## src/rtl/flappy_pkg.sv

```systemverilog
// Shared definitions for the flappy game controller: one-hot state encoding,
// coordinate width and screen geometry.
package flappy_pkg;

  localparam int COORD_W       = 10;
  localparam int SCREEN_W      = 640;
  localparam int SCREEN_BOTTOM = 480;

  typedef logic [COORD_W-1:0] coord_t;

  typedef enum logic [5:0] {
    S_IDLE  = 6'b000001,
    S_START = 6'b000010,
    S_RUN   = 6'b000100,
    S_STOP  = 6'b001000,
    S_OVER  = 6'b010000,
    S_ACK   = 6'b100000
  } state_e;

endpackage

```

## src/rtl/flappy_game_ctrl_if.sv

```systemverilog
// Bundle between the game controller (master) and the physics/pipe datapath
// (slave). HiScore exists only when FLAPPY_HISCORE_EN is defined.
interface flappy_game_ctrl_if #(
  parameter int SCORE_W = 8
);

  flappy_pkg::coord_t Bird_X_L, Bird_X_R, Bird_Y_T, Bird_Y_B;
  flappy_pkg::coord_t Pipe_X_L, Pipe_X_R;
  flappy_pkg::coord_t Gap_Y_T, Gap_Y_B;

  // Physics handshake: each request (Start/Stop/Ack) is raised by the master
  // and held steady until the slave shows the matching one-hot state
  // (Flight/Stop/Initial); the request drops on the edge that sees it.
  logic Phys_q_Initial, Phys_q_Flight, Phys_q_Stop;
  logic Phys_Start, Phys_Stop, Phys_Ack;

  logic               Tick;
  logic               Flap;
  logic [SCORE_W-1:0] Score;
  logic q_Idle, q_Start, q_Run, q_Stop, q_Over, q_Ack;
`ifdef FLAPPY_HISCORE_EN
  logic [SCORE_W-1:0] HiScore;
`endif

  modport master (
    input  Bird_X_L, Bird_X_R, Bird_Y_T, Bird_Y_B,
    input  Pipe_X_L, Pipe_X_R, Gap_Y_T, Gap_Y_B,
    input  Phys_q_Initial, Phys_q_Flight, Phys_q_Stop,
    output Phys_Start, Phys_Stop, Phys_Ack,
    output Tick, Flap, Score,
    output q_Idle, q_Start, q_Run, q_Stop, q_Over, q_Ack
`ifdef FLAPPY_HISCORE_EN
    , output HiScore
`endif
  );

  modport slave (
    output Bird_X_L, Bird_X_R, Bird_Y_T, Bird_Y_B,
    output Pipe_X_L, Pipe_X_R, Gap_Y_T, Gap_Y_B,
    output Phys_q_Initial, Phys_q_Flight, Phys_q_Stop,
    input  Phys_Start, Phys_Stop, Phys_Ack,
    input  Tick, Flap, Score,
    input  q_Idle, q_Start, q_Run, q_Stop, q_Over, q_Ack
`ifdef FLAPPY_HISCORE_EN
    , input HiScore
`endif
  );

endinterface

```

## src/rtl/flappy_game_ctrl_btn_sync_edge.sv

```systemverilog
// Two-flop synchroniser for the raw flap button followed by a rising-edge
// detector; pulse_o is high for one Clk cycle per press.
module btn_sync_edge (
  input  logic Clk,
  input  logic reset,
  input  logic btn_i,
  output logic pulse_o
);

  logic sync1_q, sync2_q, prev_q;

  always_ff @(posedge Clk or negedge reset) begin
    if (!reset) begin
      sync1_q <= 1'b0;
      sync2_q <= 1'b0;
      prev_q  <= 1'b0;
    end else begin
      sync1_q <= btn_i;
      sync2_q <= sync1_q;
      prev_q  <= sync2_q;
    end
  end

  assign pulse_o = sync2_q & ~prev_q;

endmodule

```

## src/rtl/flappy_game_ctrl.sv

```systemverilog
// Game sequencer: frame tick, flap latching, collision, scoring and physics
// handshakes. Define FLAPPY_HISCORE_EN to add the persistent HiScore output.
module flappy_game_ctrl #(
  parameter int TICK_DIV      = 416667,
  parameter int SCREEN_BOTTOM = flappy_pkg::SCREEN_BOTTOM,
  parameter int SCORE_W       = 8
) (
  input logic                Clk,
  input logic                reset,
  input logic                BtnRaw,
  flappy_game_ctrl_if.master bus
);

  import flappy_pkg::*;

  localparam int CNT_W = (TICK_DIV > 1) ? $clog2(TICK_DIV) : 1;
  localparam logic [CNT_W-1:0] CNT_LAST = CNT_W'(TICK_DIV - 1);

  state_e             state_q;
  logic [CNT_W-1:0]   cnt_q, cnt_d;
  logic [SCORE_W-1:0] score_q;
  logic               pend_q, passed_q, coll_q, coll_d;
  logic               btn_pulse, tick_w, pipe_behind;
  logic               x_ovl, y_out;
`ifdef FLAPPY_HISCORE_EN
  logic [SCORE_W-1:0] hi_q;
`endif

  btn_sync_edge u_btn (
    .Clk     (Clk),
    .reset   (reset),
    .btn_i   (BtnRaw),
    .pulse_o (btn_pulse)
  );

  // Free-running frame divider, independent of game state.
  always_comb begin
    cnt_d = (cnt_q == CNT_LAST) ? '0 : cnt_q + 1'b1;
  end

  always_ff @(posedge Clk or negedge reset) begin
    if (!reset) cnt_q <= '0;
    else        cnt_q <= cnt_d;
  end

  assign tick_w = (cnt_q == CNT_LAST);

  always_comb begin
    x_ovl  = (bus.Bird_X_R >= bus.Pipe_X_L) && (bus.Bird_X_L <= bus.Pipe_X_R);
    y_out  = (bus.Bird_Y_T < bus.Gap_Y_T) || (bus.Bird_Y_B > bus.Gap_Y_B);
    coll_d = (bus.Bird_Y_B >= COORD_W'(SCREEN_BOTTOM)) || (x_ovl && y_out);
  end

  always_ff @(posedge Clk or negedge reset) begin
    if (!reset) coll_q <= 1'b0;
    else        coll_q <= coll_d;
  end

  assign pipe_behind = (bus.Pipe_X_R < bus.Bird_X_L);

  always_ff @(posedge Clk or negedge reset) begin
    if (!reset) begin
      state_q  <= S_IDLE;
      score_q  <= '0;
      pend_q   <= 1'b0;
      passed_q <= 1'b0;
`ifdef FLAPPY_HISCORE_EN
      hi_q     <= '0;
`endif
    end else begin
      case (state_q)
        S_IDLE: begin
          if (btn_pulse) begin
            state_q  <= S_START;
            score_q  <= '0;
            passed_q <= 1'b0;
          end
        end
        S_START: begin
          if (bus.Phys_q_Flight) state_q <= S_RUN;
        end
        S_RUN: begin
          if (tick_w) begin
            // The tick consumes the latched press; a press on this very cycle
            // is folded into the Flap output instead of being latched.
            pend_q <= 1'b0;
            if (pipe_behind) begin
              if (!passed_q) begin
                passed_q <= 1'b1;
                if (score_q != '1) score_q <= score_q + 1'b1;
              end
            end else begin
              passed_q <= 1'b0;
            end
            if (coll_q) state_q <= S_STOP;
          end else if (btn_pulse) begin
            pend_q <= 1'b1;
          end
        end
        S_STOP: begin
          if (bus.Phys_q_Stop) begin
            state_q <= S_OVER;
`ifdef FLAPPY_HISCORE_EN
            if (score_q > hi_q) hi_q <= score_q;
`endif
          end
        end
        S_OVER: begin
          if (btn_pulse) state_q <= S_ACK;
        end
        S_ACK: begin
          if (bus.Phys_q_Initial) state_q <= S_IDLE;
        end
        default: begin
          state_q <= S_IDLE;
          pend_q  <= 1'b0;
        end
      endcase
    end
  end

  assign bus.Phys_Start = (state_q == S_START);
  assign bus.Phys_Stop  = (state_q == S_STOP);
  assign bus.Phys_Ack   = (state_q == S_ACK);
  assign bus.Tick       = tick_w;
  assign bus.Flap       = (state_q == S_RUN) && tick_w && (pend_q || btn_pulse);
  assign bus.Score      = score_q;
  assign bus.q_Idle     = (state_q == S_IDLE);
  assign bus.q_Start    = (state_q == S_START);
  assign bus.q_Run      = (state_q == S_RUN);
  assign bus.q_Stop     = (state_q == S_STOP);
  assign bus.q_Over     = (state_q == S_OVER);
  assign bus.q_Ack      = (state_q == S_ACK);
`ifdef FLAPPY_HISCORE_EN
  assign bus.HiScore    = hi_q;
`endif

endmodule

```

## src/flat_wrapper.sv

```systemverilog
// flat-port wrapper written by rule: the top's interface ports become plain ports
module flappy_game_ctrl_flat import flappy_pkg::*;
#(
  parameter int TICK_DIV      = 416667,
  parameter int SCREEN_BOTTOM = flappy_pkg::SCREEN_BOTTOM,
  parameter int SCORE_W       = 8
)
  (Clk, reset, BtnRaw, bus_Bird_X_L, bus_Bird_X_R, bus_Bird_Y_T, bus_Bird_Y_B, bus_Pipe_X_L, bus_Pipe_X_R, bus_Gap_Y_T, bus_Gap_Y_B, bus_Phys_q_Initial, bus_Phys_q_Flight, bus_Phys_q_Stop, bus_Phys_Start, bus_Phys_Stop, bus_Phys_Ack, bus_Tick, bus_Flap, bus_Score, bus_q_Idle, bus_q_Start, bus_q_Run, bus_q_Stop, bus_q_Over, bus_q_Ack);
  flappy_game_ctrl_if #(.SCORE_W(SCORE_W)) bus_i ();
  input logic Clk;
  input logic reset;
  input logic BtnRaw;
  input wire logic [$bits(bus_i.Bird_X_L)-1:0] bus_Bird_X_L;
  input wire logic [$bits(bus_i.Bird_X_R)-1:0] bus_Bird_X_R;
  input wire logic [$bits(bus_i.Bird_Y_T)-1:0] bus_Bird_Y_T;
  input wire logic [$bits(bus_i.Bird_Y_B)-1:0] bus_Bird_Y_B;
  input wire logic [$bits(bus_i.Pipe_X_L)-1:0] bus_Pipe_X_L;
  input wire logic [$bits(bus_i.Pipe_X_R)-1:0] bus_Pipe_X_R;
  input wire logic [$bits(bus_i.Gap_Y_T)-1:0] bus_Gap_Y_T;
  input wire logic [$bits(bus_i.Gap_Y_B)-1:0] bus_Gap_Y_B;
  input wire logic [$bits(bus_i.Phys_q_Initial)-1:0] bus_Phys_q_Initial;
  input wire logic [$bits(bus_i.Phys_q_Flight)-1:0] bus_Phys_q_Flight;
  input wire logic [$bits(bus_i.Phys_q_Stop)-1:0] bus_Phys_q_Stop;
  output wire logic [$bits(bus_i.Phys_Start)-1:0] bus_Phys_Start;
  output wire logic [$bits(bus_i.Phys_Stop)-1:0] bus_Phys_Stop;
  output wire logic [$bits(bus_i.Phys_Ack)-1:0] bus_Phys_Ack;
  output wire logic [$bits(bus_i.Tick)-1:0] bus_Tick;
  output wire logic [$bits(bus_i.Flap)-1:0] bus_Flap;
  output wire logic [$bits(bus_i.Score)-1:0] bus_Score;
  output wire logic [$bits(bus_i.q_Idle)-1:0] bus_q_Idle;
  output wire logic [$bits(bus_i.q_Start)-1:0] bus_q_Start;
  output wire logic [$bits(bus_i.q_Run)-1:0] bus_q_Run;
  output wire logic [$bits(bus_i.q_Stop)-1:0] bus_q_Stop;
  output wire logic [$bits(bus_i.q_Over)-1:0] bus_q_Over;
  output wire logic [$bits(bus_i.q_Ack)-1:0] bus_q_Ack;
  assign bus_i.Bird_X_L = bus_Bird_X_L;
  assign bus_i.Bird_X_R = bus_Bird_X_R;
  assign bus_i.Bird_Y_T = bus_Bird_Y_T;
  assign bus_i.Bird_Y_B = bus_Bird_Y_B;
  assign bus_i.Pipe_X_L = bus_Pipe_X_L;
  assign bus_i.Pipe_X_R = bus_Pipe_X_R;
  assign bus_i.Gap_Y_T = bus_Gap_Y_T;
  assign bus_i.Gap_Y_B = bus_Gap_Y_B;
  assign bus_i.Phys_q_Initial = bus_Phys_q_Initial;
  assign bus_i.Phys_q_Flight = bus_Phys_q_Flight;
  assign bus_i.Phys_q_Stop = bus_Phys_q_Stop;
  assign bus_Phys_Start = bus_i.Phys_Start;
  assign bus_Phys_Stop = bus_i.Phys_Stop;
  assign bus_Phys_Ack = bus_i.Phys_Ack;
  assign bus_Tick = bus_i.Tick;
  assign bus_Flap = bus_i.Flap;
  assign bus_Score = bus_i.Score;
  assign bus_q_Idle = bus_i.q_Idle;
  assign bus_q_Start = bus_i.q_Start;
  assign bus_q_Run = bus_i.q_Run;
  assign bus_q_Stop = bus_i.q_Stop;
  assign bus_q_Over = bus_i.q_Over;
  assign bus_q_Ack = bus_i.q_Ack;
  flappy_game_ctrl #(.TICK_DIV(TICK_DIV), .SCREEN_BOTTOM(SCREEN_BOTTOM), .SCORE_W(SCORE_W)) u_core (.Clk(Clk), .reset(reset), .BtnRaw(BtnRaw), .bus(bus_i));
endmodule
```

## config.mk

```make
export PLATFORM = sky130hd
export DESIGN_NAME = flappy_game_ctrl_flat
export DESIGN_NICKNAME = d
export VERILOG_FILES = /design/src/rtl/flappy_pkg.sv /design/src/rtl/flappy_game_ctrl_if.sv /design/src/rtl/flappy_game_ctrl_btn_sync_edge.sv /design/src/rtl/flappy_game_ctrl.sv /design/src/flat_wrapper.sv
export SDC_FILE = /design/constraint.sdc
export NUM_CORES = 1
export LEC_CHECK = 0
export ABC_CLOCK_PERIOD_IN_PS = 2200
export BUFFER_PORTS_ARGS = -buffer_cell sky130_fd_sc_hd__buf_2
export CORE_MARGIN = 4
export CORE_UTILIZATION = 46
export CTS_CLUSTER_DIAMETER = 200
export DETAILED_ROUTE_END_ITERATION = 6
export GPL_TIMING_DRIVEN = 0
export PLACE_DENSITY = 0.8
export SKIP_CTS_REPAIR_TIMING = 1
export SLEW_MARGIN = 5
export SYNTH_ARGS = -nofsm -noshare
export SYNTH_HDL_FRONTEND = slang
export SYNTH_SLANG_ARGS = --single-unit
export TNS_END_PERCENT = 30
```

## constraint.sdc

```tcl
create_clock -name Clk -period 2.2 [get_ports Clk]
set_input_delay 0.44 -clock Clk [delete_from_list [all_inputs] [get_ports Clk]]
set_output_delay 0.44 -clock Clk [all_outputs]
set_load 0.05 [all_outputs]
```

==> run metrics <==
status finished, violations left; failing checks negative setup slack; post-synth top area cell dfrtp_1; FF+latch count, synth 39; first-pass GRT wire length 12.2 mm; commonest cells after routing, fill and taps aside buf_2 (95), inv_1 (47), ha_1 (42), dfrtp_1 (36), nor2_1 (20); Setup WS post-layout -0.257 ns; Final Hold Viols 0; sequential share of the synthesized area 31.5%; Mapped Nets 479; crit path kind flop to output port; data required time of the critical path 1.76 ns; initial antenna violation count 0; most common cell after layout, fill and taps aside buf_2; die width 90.2 µm; CTS buffer count 5; GRT Overall Usage 17.6%; Avg Vias per Cell 5.47; Iter 0 DRT Violations 76; skew final 0.00762 ns; WL final 7.33 mm; GRT overflow 0; Clock Pin Slew Worst Setup and Hold Paths 0.07 ns; Crit. End Element output port; IO Port Bufs 104; main combinational cell family by area after synthesis simple AND/OR/NAND/NOR gates; Max IR drop VDD 0.292 mV; Clock Tree Buf Depth 2; worst-margin pin slew 0.836 ns; core area 0.00646 mm²; Post-Synth Simple-Gate Area 22.4%; number of H-tree levels 2; Max Freq 407 MHz; Leakage 0.00215 µW; Reg2Reg Depth 10; Sink Count 39; Top FF cell, synth dfrtp_1; FF-to-FF End u_core.bus.Score[7]; TritonCTS clock tree built; mux cell area share after synthesis 0.363%; CTS root buffer clkbuf_8; endpoints failing setup 9; largest net degree at the start of global routing 40; Post-synth EDFFs 0; post-synthesis cell count 351; Critical Path AT 2.02 ns; # rows 29; Compound-Gate Fraction of Synth Area 15.9%; mean post-synth cell area 8.85 µm²; final setup TNS -0.970 ns; Starting Density 48.1%; Hold Crit Class input port to async pin; period utilization 112%; fin nets 601; Post-DRT Antenna Nets 0; Post-DP Area 0.00377 mm²; Post-Synth Adder-Cell Area 16.9%; Avg WL per Cell 13.4 µm; Slew headroom 44.3%; fraction of layout cells with a size suffix above 1 32.8%; fraction of registers with async set or reset after synthesis 100%; DRC Markers 0; Slew Limit Fails 0; HPWL after detailed placement 5.77 mm; RSZ-0062 raised after global routing true; GP Congestion 0.850; max-cap violations 0; worst skew pair latency 0.29 ns; fillers 557; DR vias 3004; DIE HEIGHT 90.2 µm; r2r setup slk -0.03 ns; vias in the first global route 2931; Setup crit start kind flop; post-layout util 63.1%; First-pass DRT Iterations 4; synth top area cells dfrtp_1 (31%), ha_1 (17%), inv_1 (6.0%); Synth warnings 0; cell area after layout 0.00407 mm²; die area 0.00813 mm²; Final min period 2.46 ns; r2r startpoint u_core.state_q[4]; crit-path max FO 9; antenna cells 0; Yosys cell types 59; xor/xnor share of the synthesized area 4.79%; Synth Cell Area 0.00311 mm²; power per cell area 584 mW/mm²; Synth-to-Final Area Change 31.2%; post-synth top area share 30.6%; Top-Level Pins 105
## per-stage QoR
stage	power, µW	hold slack, ns	setup WS (ns)	std cells
final	2380	0.244	-0.257	549
after global placement	1740	0.338	-0.322	532
after detailed placement	1770	0.345	-0.347	532
after floorplan	1530	0.144	-0.0816	351
after global routing	2530	0.259	-0.337	549
after CTS	2230	0.251	-0.540	538
## flip-flops by register name (all words and copies together), names as in the netlist
name and flops:
u_core.pend_q 1, u_core.u_btn.prev_q 1, u_core.bus.Score 8, u_core.coll_q 1
u_core.passed_q 1, u_core.state_q 6, u_core.u_btn.sync1_q 1, u_core.cnt_q 19
u_core.u_btn.sync2_q 1
## per-layer routing
| layer | GRT usage (%) | up-vias | share of wire (%) |
|---|---|---|---|
| met1 | 19.9 | 1401 | 40 |
| met3 | 2.75 | 15 | 5.0 |
| met5 | 0 | - | 0 |
| met2 | 33.2 | 84 | 53 |
| li1 | - | 1504 | - |
| met4 | 6.25 | 0 | 2.0 |
## cells by family after synthesis
group           after synthesis
buf+inv                      64
xor+xnor                     17
flops                        39
fa+ha+maj                    42
simple gates                118
mux                           1
compound gates               70
## synth_stat cells, drive strengths merged, types with 6 or more instances
cell type,n
dfrtp,38
nor2,21
nand2,16
a21oi,12
nand3,20
xor2,8
ha,42
nand2b,6
inv,50
nor3,10
xnor2,9
o21ai,15
nand4,10
clkbuf,8
## worst max-delay path by stage
stage / start / to
after floorplan: u_core.state_q[4] / bus_q_Start
after global placement: bus_Pipe_X_R[5] / u_core.bus.Score[5]
after detailed placement: bus_Pipe_X_R[5] / u_core.bus.Score[5]
after CTS: u_core.cnt_q[0] / bus_Tick
after global routing: u_core.cnt_q[0] / bus_Flap
final: u_core.state_q[5] / bus_q_Start
## report_power, final
group | internal (µW) | leakage [µW] | total [µW] | switching, µW
Sequential | 778 | 0.000513 | 862 | 83.5
Clock | 211 | 0.0000371 | 442 | 231
Combinational | 506 | 0.00160 | 1080 | 569
## critical path: stages, from the launching register on
cell,delay [ns]
dfrtp_1,0.38
buf_8,0.14
or4_4,0.43
or3b_4,0.43
clkinvlp_4,0.12
buf_8,0.10
buf_8,0.13
## layout make-up
| cell class | instances | area (µm²) | share of cell area [%] |
|---|---|---|---|
| Buffer | 9 | 76.3 | 1.87 |
| Timing Repair Buffer | 119 | 722 | 17.7 |
| Multi-Input combinational cell | 248 | 1930 | 47.3 |
| Sequential cell | 39 | 980 | 24.0 |
| Inverter | 51 | 200 | 4.91 |
| Tap cell | 77 | 96.3 | 2.36 |
| Clock buffer | 6 | 72.6 | 1.78 |
Note: power is estimated with default switching activity, not from simulation.
